File: config.mk
export PLATFORM = sky130hd
export DESIGN_NAME = main_bus_arbiter
export DESIGN_NICKNAME = d
export VERILOG_FILES = /design/src/rtl/main_bus_arbiter.sv
export SDC_FILE = /design/constraint.sdc
export NUM_CORES = 1
export LEC_CHECK = 0
export BUFFER_PORTS_ARGS = -buffer_cell sky130_fd_sc_hd__buf_4
export CAP_MARGIN = 20
export CORE_MARGIN = 2
export CORE_UTILIZATION = 55
export CTS_BUF_LIST = sky130_fd_sc_hd__clkbuf_4
export DETAILED_ROUTE_END_ITERATION = 10
export PLACE_DENSITY = 0.77
export SETUP_SLACK_MARGIN = 0.1
export SYNTH_ARGS = -nofsm -noshare
export SYNTH_HDL_FRONTEND = slang
export SYNTH_SLANG_ARGS = --single-unit
File: constraint.sdc
create_clock -name clk -period 3.47 [get_ports clk]
set_input_delay 0.5205 -clock clk [delete_from_list [all_inputs] [get_ports clk]]
set_output_delay 0.5205 -clock clk [all_outputs]
set_load 0.005 [all_outputs]
File: src/rtl/main_bus_arbiter.sv
// main_bus_arbiter: round-robin arbiter for main_bus_if among NREQ masters.
// Grants one master per burst (1 address + DATAPAYLOADSIZE data + 1 turnaround)
// so the shared AddrData tristate bus is never driven by two masters.
// Ports:
//   clk, resetH        bus clock, async active-high reset
//   req[NREQ]          per-master level request, held until the burst is done
//   AddrValid, rw      monitored bus address strobe and direction (1=read)
//   gnt[NREQ]          one-hot grant, zero when no master owns the bus
//   owner              index of the current/last granted master
//   busy               high from grant until the end of turnaround
//   xfer_rd            rw latched on the address cycle of the current burst
//   timeout            1-cycle pulse: grant withdrawn, master never sent AddrValid
//   proto_err          1-cycle pulse: AddrValid seen outside the GRANT state
module main_bus_arbiter #(
    parameter int unsigned NREQ            = 4,
    parameter int unsigned DATAPAYLOADSIZE = 4,
    parameter int unsigned GNT_TIMEOUT     = 8
) (
    input  logic                     clk,
    input  logic                     resetH,
    input  logic [NREQ-1:0]          req,
    input  logic                     AddrValid,
    input  logic                     rw,
    output logic [NREQ-1:0]          gnt,
    output logic [$clog2(NREQ)-1:0]  owner,
    output logic                     busy,
    output logic                     xfer_rd,
    output logic                     timeout,
    output logic                     proto_err
);

    localparam int unsigned OW   = $clog2(NREQ);
    localparam int unsigned CMAX = (GNT_TIMEOUT > DATAPAYLOADSIZE) ? GNT_TIMEOUT : DATAPAYLOADSIZE;
    localparam int unsigned CW   = $clog2(CMAX + 1);

    if (NREQ < 2) begin : g_nreq_check
        $error("main_bus_arbiter: NREQ must be at least 2");
    end

    typedef enum logic [1:0] {
        IDLE  = 2'd0,
        GRANT = 2'd1,
        XFER  = 2'd2,
        TURN  = 2'd3
    } state_t;

    state_t          state, state_n;
    logic [NREQ-1:0] gnt_n;
    logic [OW-1:0]   owner_n;
    logic            busy_n, xfer_rd_n, timeout_n, proto_err_n;
    logic [OW-1:0]   rr, rr_n;
    logic [CW-1:0]   cnt, cnt_n;

    logic            win_found;
    logic [OW-1:0]   win_idx;
    logic [OW-1:0]   owner_inc;

    // First requester at or above the rr pointer, wrapping at NREQ-1.
    always_comb begin
        win_found = 1'b0;
        win_idx   = '0;
        for (int unsigned i = 0; i < NREQ; i++) begin
            int unsigned k;
            k = (32'(rr) + i) % NREQ;
            if (!win_found && req[OW'(k)]) begin
                win_found = 1'b1;
                win_idx   = OW'(k);
            end
        end
    end

    // Pointer value that puts the current owner at lowest priority.
    assign owner_inc = (owner == OW'(NREQ - 1)) ? '0 : owner + OW'(1);

    // State and registered outputs.
    always_ff @(posedge clk or posedge resetH) begin
        if (resetH) begin
            state     <= IDLE;
            gnt       <= '0;
            owner     <= '0;
            busy      <= 1'b0;
            xfer_rd   <= 1'b0;
            timeout   <= 1'b0;
            proto_err <= 1'b0;
            rr        <= '0;
            cnt       <= '0;
        end else begin
            state     <= state_n;
            gnt       <= gnt_n;
            owner     <= owner_n;
            busy      <= busy_n;
            xfer_rd   <= xfer_rd_n;
            timeout   <= timeout_n;
            proto_err <= proto_err_n;
            rr        <= rr_n;
            cnt       <= cnt_n;
        end
    end

    // Next-state and next-output logic; cnt is the wait counter in GRANT
    // and the data-beat counter in XFER.
    always_comb begin
        state_n     = state;
        gnt_n       = gnt;
        owner_n     = owner;
        busy_n      = busy;
        xfer_rd_n   = xfer_rd;
        timeout_n   = 1'b0;
        proto_err_n = 1'b0;
        rr_n        = rr;
        cnt_n       = cnt;

        case (state)
            IDLE: begin
                proto_err_n = AddrValid;
                if (win_found) begin
                    state_n = GRANT;
                    gnt_n   = NREQ'(1) << win_idx;
                    owner_n = win_idx;
                    busy_n  = 1'b1;
                    cnt_n   = '0;
                end
            end
            GRANT: begin
                if (AddrValid) begin
                    xfer_rd_n = rw;
                    cnt_n     = '0;
                    state_n   = XFER;
                end else if (!req[owner]) begin
                    // Master gave up before its address cycle: keep its priority.
                    gnt_n   = '0;
                    busy_n  = 1'b0;
                    state_n = IDLE;
                end else if (cnt == CW'(GNT_TIMEOUT - 1)) begin
                    gnt_n     = '0;
                    busy_n    = 1'b0;
                    timeout_n = 1'b1;
                    rr_n      = owner_inc;
                    state_n   = IDLE;
                end else begin
                    cnt_n = cnt + CW'(1);
                end
            end
            XFER: begin
                proto_err_n = AddrValid;
                if (cnt == CW'(DATAPAYLOADSIZE - 1)) begin
                    gnt_n   = '0;
                    cnt_n   = '0;
                    state_n = TURN;
                end else begin
                    cnt_n = cnt + CW'(1);
                end
            end
            TURN: begin
                proto_err_n = AddrValid;
                busy_n      = 1'b0;
                rr_n        = owner_inc;
                state_n     = IDLE;
            end
            default: begin
                state_n = IDLE;
            end
        endcase
    end

endmodule

# --- Word-level counts from Yosys, hierarchy flattened ---
# Cells that the tools add are included.
word_totals:
  word_cells: 104
  input_bits: 8
  reg_bits: 18
op_classes:
  mux: 51
  n_shift: 1
  add_sub_neg: 5
  n_lt_le_gt_ge: 5
  n_reduce_logical: 18
  eq_ne: 15
ops:
  columns: ["cell", "count"]
  rows:
  - ["$mux 4", 10]
  - ["$mux 2", 13]
  - ["$pmux 4 s3", 2]
  - ["$mux 1", 18]
  - ["$lt 2x3->1 const B", 5]
  - ["$reduce_and 4->1", 3]
  - ["$bmux 1 s2", 5]
  - ["$ne 2x2->1 const B", 5]
  - ["$ne 3x3->1 const B", 3]
  - ["$pmux 2 s4", 1]
  - ["$eq 2x2->1 const B", 3]
  - ["$reduce_bool 3->1", 2]
  - ["$reduce_and 5->1", 1]
  - ["$add 2x1->2 const B", 2]
  - ["$add 2x2->2 const B", 2]
  - ["$add 4x1->4 const B", 1]
  - ["$eq 4x2->1 const B", 1]
  - ["$eq 4x3->1 const B", 1]
  - ["$ne 4x4->1 const B", 1]
  - ["$pmux 2 s2", 1]
  - ["$reduce_and 2->1", 2]
  - ["$shl 1x2->4 const A", 1]
  - ["$logic_and 1x1->1", 3]
  - ["$logic_not 1->1", 3]
  - ["other kinds (6)", 6]

# --- Depth between registers and ports, before layout ---
# Gate-level depths: netlist of run 1.
depth:
  word_depth: 15
  depth_mapped: 7
  depth_no_buf: 7

# --- Worst setup path after synthesis of run 1 ---
# Ideal clock, no wire load.
synth_timing:
  path_type: "flip-flop to flip-flop"
  start: "register with a tool-made name"
  end: "register with a tool-made name"
  n_path_buf: 0
  setup_slack_ns: 1.512
  stages_incl_launch_ff: 8
  t_arrival_ns: 1.830
  required_ns: 3.342
  path_cell_list: "dfrtp_1 > inv_1 > ha_1 > or3b_1 > o22ai_1 > a21oi_1 > o211ai_1 > mux2_1"

==> impl_metrics.py, run 1 <==
metrics = {
    "final_layout": {
        "final_layout_size_suffix_gt1_share_pct": 21.05,
        "antenna_cells": 0,
        "syn_to_final_growth_pct": 16.27,
        "layout.nets": 149,
    },
    "place": {
        "place_ws_ps": 1311,
        "dp_hpwl_um": 1778,
        "place_congestion": 0.8631,
        "port_buffers": 17,
    },
    "timing": {
        "post-route-min-period_ps": 2180,
        "post-route-period-util_pct": 62.81,
        "report.final.slew_viol_count": 0,
        "worst_slew_pin_slew_ps": 668.6,
        "rsz0062_at_grt": "no",
        "hold_violations": 0,
        "max_freq_mhz": 458.8,
        "worst_clock_skew_ps": 3.090,
        "setup_tns_ps": 0,
        "max_slew_margin_pct": 55.38,
        "setup_viol": 0,
        "timing.final.ws_setup_ps": 1290,
    },
    "cts": {
        "htreeDepth": 1,
        "cts_root_buf": "clkbuf_4",
        "clock_latency_ps": 300,
        "cts_buffers": 3,
        "cts.path.max_buffers": 2,
        "cts.clk_slew.worst_paths_ps": 100,
        "cts_resized": 0,
        "clock-sinks": 18,
        "cts_tree": "built",
        "cts_hold_buf": 0,
        "post_cts_buffers": 0,
    },
    "pwr": {
        "ir_drop_v": 0.0004228,
        "p_leak_uw": 0.0005846,
        "p_per_area_nw_per_um2": 761.6,
    },
    "floorplan": {
        "dieArea_um2": 2388,
        "dieWidth_um": 48.87,
        "start_util_pct": 57.62,
        "dieHeight_um": 48.87,
        "rows": 16,
        "io_pins": 18,
        "core-area_um2": 1922,
    },
    "grt": {
        "grt_overflow": 0,
        "grt_start_max_net_pins": 19,
        "antenna_found_initial": 0,
        "grt_pass1_wl_um": 3981,
        "grt_usage_pct": 21.44,
        "grt_pass1_vias": 893,
    },
    "status": {
        "status": "finished, final reports clean",
    },
    "setup_path": {
        "cp-start-kind": "flop",
        "crit_type": "reg -> reg",
        "cp_max_fo": 8,
        "worstSetupEndpointType": "flop",
        "worstPathArrival_ps": 2360,
        "required_ps": 3650,
    },
    "min_path": {
        "hold_path_class": "in -> async",
    },
    "logic_synthesis": {
        "syn_nets": 128,
        "ys_seq_elements": 18,
        "synth_area_um2": 1107,
        "syn_area_per_cell_um2": 9.713,
        "yosysTopAreaCell": "dfrtp_1",
        "synth.distinct_cells": 34,
        "yosysWarnings": 0,
        "synth_top_area_share_pct": 40.68,
        "ys_top_cells_by_area": "dfrtp_1, ha_1, nand2_1",
        "synth_seq_area_share_pct": 40.68,
        "syn_inst": 114,
    },
    "route": {
        "wirelength_um": 2310,
        "via_per_inst": 5.725,
        "route.vias.total": 916,
        "wl_per_cell_um": 14.44,
        "drc": 0,
        "postRouteAntennaNets": 0,
        "first_pass_iters": 5,
        "drt_iter0_markers": 18,
    },
    "job": {
        "drv_cap": 0,
    },
}
==> metrics by stage <==
step | hold WS (ps) | power (µW) | area, µm² | util (%) | cells
3_5_place_dp | 468.6 | 878.3 | 1265 | 65.82 | 157
4_1_cts | 339.0 | 983.6 | 1287 | 66.99 | 160
2_1_floorplan | 459.1 | 706.4 | 1107 | - | 114
6_report | 312.8 | 980.6 | 1287 | 66.99 | 160
3_3_place_gp | 459.2 | 849.6 | 1265 | 65.82 | 157
5_1_grt | 382.1 | 1064 | 1287 | 66.99 | 160
==> critical path, cell delays in order (launching register included) <==
cell,delay [ps]
dfrtp_1,440
inv_1,90
ha_1,270
or3b_1,380
o22ai_1,190
a21oi_1,130
o211ai_1,210
mux2_1,360
==> cell usage after synthesis <==
| master | number |
|---|---|
| mux2_1 | 1 |
| o21ai_1 | 1 |
| mux2_2 | 3 |
| nand2b_1 | 4 |
| a21oi_2 | 1 |
| nand2_1 | 14 |
| or3b_1 | 2 |
| o22ai_1 | 4 |
| o221ai_2 | 1 |
| nor4_1 | 1 |
| a21oi_1 | 7 |
| o211ai_1 | 1 |
| o41ai_1 | 5 |
| nand3_1 | 1 |
| o21ai_0 | 6 |
| o31ai_1 | 2 |
| dfrtp_1 | 18 |
| mux2i_1 | 2 |
| nor2_1 | 6 |
| nor2b_1 | 4 |
| and2_1 | 3 |
| and2b_1 | 1 |
| a21boi_0 | 1 |
| a211oi_1 | 1 |
| ha_1 | 6 |
| o22a_1 | 1 |
| inv_1 | 9 |
| buf_1 | 1 |
| a21oi_4 | 1 |
| o211ai_4 | 1 |
| a31oi_1 | 1 |
| mux4_2 | 1 |
| nand3b_1 | 2 |
| a211o_1 | 1 |
==> cells by family (layout without fill, tap and decap cells) <==
group	count (synthesis)	in the layout	share of synthesized area (%)
compound gates	35	35	23.62
flops	18	18	40.68
simple gates	38	38	17.63
fa+ha+maj	6	6	6.779
buf+inv	10	29	3.389
mux	7	7	7.909
==> sequential cells by signal, summed over array words and instances (netlist names), named ones only <==
name       count
xfer_rd        1
state          1
cnt            4
proto_err      1
rr             2
timeout        1
gnt            4
owner          2
busy           1
==> layout make-up <==
class                           count  area [µm²]
Multi-Input combinational cell     86       619.3
Fill cell                         158       634.4
Tap cell                           27       33.78
Timing Repair Buffer               17       127.6
Sequential cell                    18       450.4
Inverter                            9       33.78
Clock buffer                        3       22.52
==> routing by layer <==
layer | vias to the layer above | global-route usage, % | part of all wire, %
met2 | 20 | 36.76 | 49
li1 | 455 | - | -
met4 | 0 | 6.667 | 1.6
met1 | 434 | 27.88 | 46
met3 | 7 | 3.374 | 3.5
met5 | - | 0 | 0
==> power breakdown <==
part / leakage, µW / internal, µW / total [µW] / switching (µW)
clock: 0.0000138 / 40.5 / 105 / 64.8
sequential: 0.000233 / 281 / 355 / 73.7
combinational: 0.000338 / 247 / 521 / 274
total: 0.000585 / 568 / 981 / 413
==> layout by cell type (no fill, tap or decap), types with 2 or more instances in the layout <==
master,instances
dfrtp_1,18
buf_4,17
nand2_1,14
inv_1,9
a21oi_1,7
nor2_1,6
o21ai_0,6
ha_1,6
o41ai_1,5
o22ai_1,4
nor2b_1,4
nand2b_1,4
and2_1,3
mux2_2,3
clkbuf_4,3
mux2i_1,2
nand3b_1,2
or3b_1,2
o31ai_1,2
==> final timing paths <==
kind                            slack (ps)    from  depth (start not counted)         to
worst max-delay path                  1290    flop                          7       flop
worst min register to register         490  gnt[1]                          2     gnt[1]
worst min-delay path                   310  resetH                          2     cnt[0]
max in group asynchronous             2730  resetH                          2  proto_err
min in group clk                       450      rw                          2    xfer_rd
worst max register to register        1290    flop                          7       flop
(Power assumes the default switching activity.)
==> run 2: changes to the inputs <==
- ABC_AREA: default -> 1
- CORE_UTILIZATION: 55 -> 53
- PLACE_DENSITY: 0.77 -> 0.76
- clock period: 3.47 -> 1.9 ns (I/O delays scaled with it)
==> run 2 against run 1 <==
Against the previous run: clock skew shrank 1.5 ps; setup slack lost 1100 ps; sequential share of layout area shrank 5.3 points; maximum frequency grew 26%; wire length grew 30%; area after synthesis grew 17%; utilization grew 0.60 points; sequential power grew 84%; register-to-register slack lost 1100 ps; global-route usage grew 2.7 points; count of clock-buffer cells in the layout is the same; largest power group unchanged.
==> impl_metrics.py, run 2 <==
metrics = {
    "status": {
        "status": "finished, final reports clean",
    },
    "timing": {
        "setup_tns_ps": 0,
        "whs_ps": 83.32,
        "post-route-period-util_pct": 91.14,
        "worst_clock_skew_ps": 1.590,
        "worst_slew_pin_slew_ps": 706.8,
        "rsz0062_at_grt": "yes",
        "setup_viol": 0,
        "timing.final.ws_setup_ps": 168.3,
        "hold_violations": 0,
        "max_slew_margin_pct": 52.83,
        "report.final.slew_viol_count": 0,
        "post-route-min-period_ps": 1732,
        "max_freq_mhz": 577.5,
    },
    "setup_path": {
        "worstSetupEndpointType": "flop",
        "crit_type": "reg -> reg",
        "crit_path_cell_trace": "inv_1 > ha_1 > inv_1 > nor2_2 > inv_1 > a21oi_2 > inv_1 > or2_2 > o21ai_0",
        "r2r_start": "state[0]",
        "rrSetupSlack_ps": 170,
        "path_depth": 9,
        "critPathSlowestCell": "dfrtp_1",
        "rr_endpoint": "cnt[0]",
        "cp_top_family": "flip-flops",
        "worstPathArrival_ps": 1960,
        "cp-start-kind": "flop",
        "rr_worst_depth": 9,
        "cp_common_cell": "inv_1",
        "cpPeakStageDelay_ps": 430,
        "startpoint": "state[0]",
        "cp_max_fo": 4,
        "endpoint": "cnt[0]",
        "critical_path_buf_inv_count": 4,
        "required_ps": 2130,
    },
    "grt": {
        "grt_usage_pct": 24.11,
        "grt_pass1_wl_um": 4988,
        "grt_pass1_vias": 1192,
        "grt_overflow": 0,
        "grt_start_max_net_pins": 19,
        "antenna_found_initial": 0,
    },
    "route": {
        "drt_iter0_markers": 34,
        "via_per_inst": 5.432,
        "drc": 0,
        "wirelength_um": 3012,
        "wl_per_cell_um": 12.50,
        "first_pass_iters": 5,
        "postRouteAntennaNets": 0,
        "route.vias.total": 1309,
    },
    "floorplan": {
        "start_util_pct": 57.33,
        "rows": 17,
        "dieHeight_um": 53.38,
        "dieArea_um2": 2849,
        "dieWidth_um": 53.38,
        "io_pins": 18,
        "core-area_um2": 2255,
    },
    "logic_synthesis": {
        "synth_seq_area_share_pct": 34.85,
        "yosysTopAreaCell": "dfrtp_1",
        "synthFlopType": "dfrtp_1",
        "syn_area_per_cell_um2": 6.839,
        "syn_nets": 203,
        "synth_edf_count": 0,
        "synth_most_common_cell": "nand2_1",
        "syn_inst": 189,
        "synth_top_area_share_pct": 34.85,
        "synth_area_um2": 1292,
        "synth_common_cells": "nand2_1, inv_1, nand3_1, dfrtp_1, nor2_1",
        "ys_seq_elements": 18,
        "ys_top_cells_by_area": "dfrtp_1, nand2_1, nand3_1",
        "yosysWarnings": 0,
        "synth.distinct_cells": 26,
        "synth-async-reset-ratio_pct": 100.0,
    },
    "final_layout": {
        "layout_commonest_cell": "nand2_1",
        "mostFrequentLayoutCells": "nand2_1, inv_1, buf_4",
        "final_core_util_pct": 67.59,
        "layout.nets": 229,
        "syn_to_final_growth_pct": 17.91,
        "reg_top3": "cnt: 4 flops, gnt: 4 flops",
        "antenna_cells": 0,
        "postLayoutCellArea_um2": 1524,
        "final_layout_size_suffix_gt1_share_pct": 20.66,
    },
    "cts": {
        "cts.clk_slew.worst_paths_ps": 110,
        "cts_root_buf": "clkbuf_4",
        "cts_buffers": 3,
        "clock-sinks": 18,
        "cts_tree": "built",
        "htreeDepth": 1,
        "clock_latency_ps": 300,
        "cts.path.max_buffers": 2,
    },
    "pwr": {
        "p_comb_share_pct": 67.9,
        "p_sw_share_pct": 51.99,
        "p_per_area_nw_per_um2": 1742,
        "p_clk_share_pct": 7.6,
        "p_switching_uw": 1380,
        "seq_power_share_pct": 24.6,
        "internal_power_uw": 1275,
        "p_leak_uw": 0.0008372,
        "ir_drop_v": 0.001001,
    },
    "place": {
        "placed_cell_area_um2": 1459,
        "place_congestion": 0.8012,
        "port_buffers": 17,
        "dp_hpwl_um": 2330,
        "place_ws_ps": 53.98,
    },
    "job": {
        "drv_cap": 0,
    },
    "min_path": {
        "hold_path_class": "in -> async",
    },
}
-- run 2: layout make-up --
type	instances	area [µm²]
clock buffer	3	22.52
fill	212	730.7
inverter	26	100.1
multi-input combinational	144	749.5
sequential	18	451.7
tap	28	35.03
timing repair buffer	22	165.2
-- run 2: kinds of logic after synthesis --
group	count (synthesis)	synth area share, %
DFF	18	34.85
AOI/OAI and AO/OA	24	10.07
and+or+nand+nor	113	39.98
adders and majority gates	6	5.808
buffers and inverters	27	8.423
muxes	1	0.8712
-- run 2: per-layer routing --
layer	global-route usage [%]	part of all wire, %	vias up
li1	-	-	653
met1	32.27	46	616
met2	39.30	48	35
met3	3.672	4.8	5
met4	8.120	1.2	0
met5	0	0	-
-- run 2: through the flow --
stage | instances | total power [µW]
CTS | 238 | 2544
global placement | 235 | 2255
global route | 241 | 2890
finish | 241 | 2655
detailed placement | 235 | 2326
floorplan | 189 | 1873
-- run 2: worst min path at each step --
stage	end	slack, ps
4_1_cts	owner[1]	120
2_1_floorplan	async pin	220
5_1_grt	owner[1]	170
3_3_place_gp	owner[0]	420
6_report	gnt[2]	80
3_5_place_dp	owner[1]	450
-- run 2: worst reg2reg max path: stages (launching register included) --
cell and delay, ps:
dfrtp_1 430, inv_1 120, ha_1 200, inv_1 60
nor2_2 150, inv_1 80, a21oi_2 170, inv_1 50
or2_2 260, o21ai_0 140
-- run 2: power by group through the flow --
| stage | logic [µW] | registers (µW) | clock network (µW) |
|---|---|---|---|
| 6_report | 1800 | 652 | 201 |
| 5_1_grt | 2010 | 672 | 205 |
| 4_1_cts | 1700 | 650 | 198 |
| 3_5_place_dp | 1670 | 658 | 0 |
| 3_3_place_gp | 1610 | 645 | 0 |
| 2_1_floorplan | 1240 | 635 | 0 |
-- run 2: what timing repair did --
action | in CTS | in global routing
setup endpoints to repair | 1 | 13
resized for setup | 2 | 7
hold buffers | 0 | 0
pin swaps | 0 | 2
setup buffers | 0 | 3
hold endpoints to repair | 0 | 0
==> run 3: changes to the inputs <==
- ABC_AREA: 1 -> default
- CORE_UTILIZATION: 53 -> 52
==> run 3 against run 2 <==
Against the previous run: flip-flop and latch count did not move; largest cell class unchanged; sequential power fell by 3.4%; global-route usage fell by 1.1 points; cell count fell by 25%.
==> impl_metrics.py, run 3 (same netlist as run 1, synthesis figures left out) <==
metrics = {
    "setup_path": {
        "cp-start-kind": "flop",
        "crit_type": "reg -> reg",
        "rrSetupSlack_ps": 9,
        "rr_worst_depth": 7,
        "cp_max_fo": 3,
        "required_ps": 2070,
        "worstSetupEndpointType": "flop",
        "worstPathArrival_ps": 2060,
    },
    "timing": {
        "report.final.slew_viol_count": 0,
        "worst_clock_skew_ps": 4.584,
        "rsz0062_at_grt": "yes",
        "setup_tns_ps": 0,
        "max_slew_margin_pct": 52.11,
        "post-route-period-util_pct": 99.54,
        "worst_slew_pin_slew_ps": 717.6,
        "post-route-min-period_ps": 1891,
        "hold_violations": 0,
        "setup_viol": 0,
        "max_freq_mhz": 528.8,
        "whs_ps": 104.4,
    },
    "final_layout": {
        "final_layout_size_suffix_gt1_share_pct": 43.79,
        "antenna_cells": 0,
        "mostFrequentLayoutCells": "buf_4, dfrtp_1, nand2_1",
        "layout.cells.non_filler": 180,
        "postLayoutCellArea_um2": 1553,
        "layout.nets": 168,
        "final_core_util_pct": 78.35,
        "layout_commonest_cell": "buf_4",
        "syn_to_final_growth_pct": 40.23,
        "nFillCells": 126,
        "reg_top3": "cnt: 4 flops, gnt: 4 flops",
    },
    "cts": {
        "cts_tree": "built",
        "clock-sinks": 18,
        "cts_root_buf": "clkbuf_4",
        "clock_latency_ps": 290,
        "cts_buffers": 3,
        "cts_hold_buf": 0,
        "cts.clk_slew.worst_paths_ps": 100,
        "cts.path.max_buffers": 2,
        "htreeDepth": 1,
    },
    "route": {
        "postRouteAntennaNets": 0,
        "first_pass_iters": 4,
        "wirelength_um": 2935,
        "drc": 0,
        "via_per_inst": 5.822,
        "drt_iter0_markers": 32,
        "wl_per_cell_um": 16.31,
        "route.vias.total": 1048,
    },
    "floorplan": {
        "dieWidth_um": 50.15,
        "core-area_um2": 1982,
        "dieHeight_um": 50.15,
        "rows": 16,
        "io_pins": 18,
        "start_util_pct": 55.87,
        "dieArea_um2": 2515,
    },
    "grt": {
        "grt_pass1_wl_um": 4312,
        "grt_usage_pct": 23.05,
        "antenna_found_initial": 0,
        "grt_start_max_net_pins": 19,
        "grt_overflow": 0,
        "grt_pass1_vias": 999,
    },
    "pwr": {
        "p_leak_uw": 0.0007247,
        "ir_drop_v": 0.0009643,
        "p_per_area_nw_per_um2": 1502,
    },
    "place": {
        "place_congestion": 0.8771,
        "port_buffers": 17,
        "dp.cells": 163,
        "dp_hpwl_um": 1781,
        "placed_cell_area_um2": 1329,
    },
    "status": {
        "status": "finished, final reports clean",
    },
    "min_path": {
        "hold_path_class": "in -> async",
    },
    "job": {
        "drv_cap": 0,
    },
}
run 3: final cells by class:
type	count	area (µm²)	share of cell area, %
clock buffers	3	22.52	1.450
inverters	9	33.78	2.176
clock inverters	1	3.754	0.2417
flip-flops and latches	18	451.7	29.09
multi-input cells	86	737.0	47.46
repair buffers	36	270.3	17.41
well taps	27	33.78	2.176
run 3: through the flow:
stage	power [µW]	setup WS, ps
after floorplan	1319	91.09
after CTS	2091	27.27
after detailed placement	1705	-34.94
after global placement	1669	56.00
final	2332	8.771
after global routing	2472	-34.16
run 3: report_power, final:
part / total [µW] / switching (µW) / leakage [µW] / internal, µW
clock network: 192 / 115 / 0.0000154 / 76.3
logic: 1510 / 724 / 0.000478 / 787
registers: 630 / 115 / 0.000231 / 515
run 3: repair_timing:
action | CTS | global route
endpoints found under the hold margin | 0 | 0
pin swaps | 4 | 9
resized for setup | 9 | 14
setup endpoints to repair | 9 | 12
buffers inserted | 7 | 6
run 3: layer usage:
| metal | vias to the layer above | GRT usage (%) | share of wire (%) |
|---|---|---|---|
| li1 | 498 | - | - |
| met1 | 512 | 27.71 | 41 |
| met2 | 34 | 41.01 | 53 |
| met3 | 4 | 3.571 | 4.7 |
| met4 | 0 | 8.796 | 1.6 |
| met5 | - | 0 | 0 |
run 3: how the worst max path moves through the flow:
stage / cells after the start / slack (ps) / end / start
6_report: 7 / 9 / flop / flop
5_1_grt: 7 / -30 / flop / flop
4_1_cts: 7 / 30 / flop / flop
3_5_place_dp: 7 / -30 / flop / flop
3_3_place_gp: 7 / 60 / flop / flop
2_1_floorplan: 7 / 90 / flop / flop
run 3: critical path, cell delays in order, from the launching register on:
cell	delay (ps)
dfrtp_1	400
inv_2	80
ha_4	120
or3b_4	400
o22ai_4	160
a21oi_2	90
o211ai_1	190
mux2_1	350
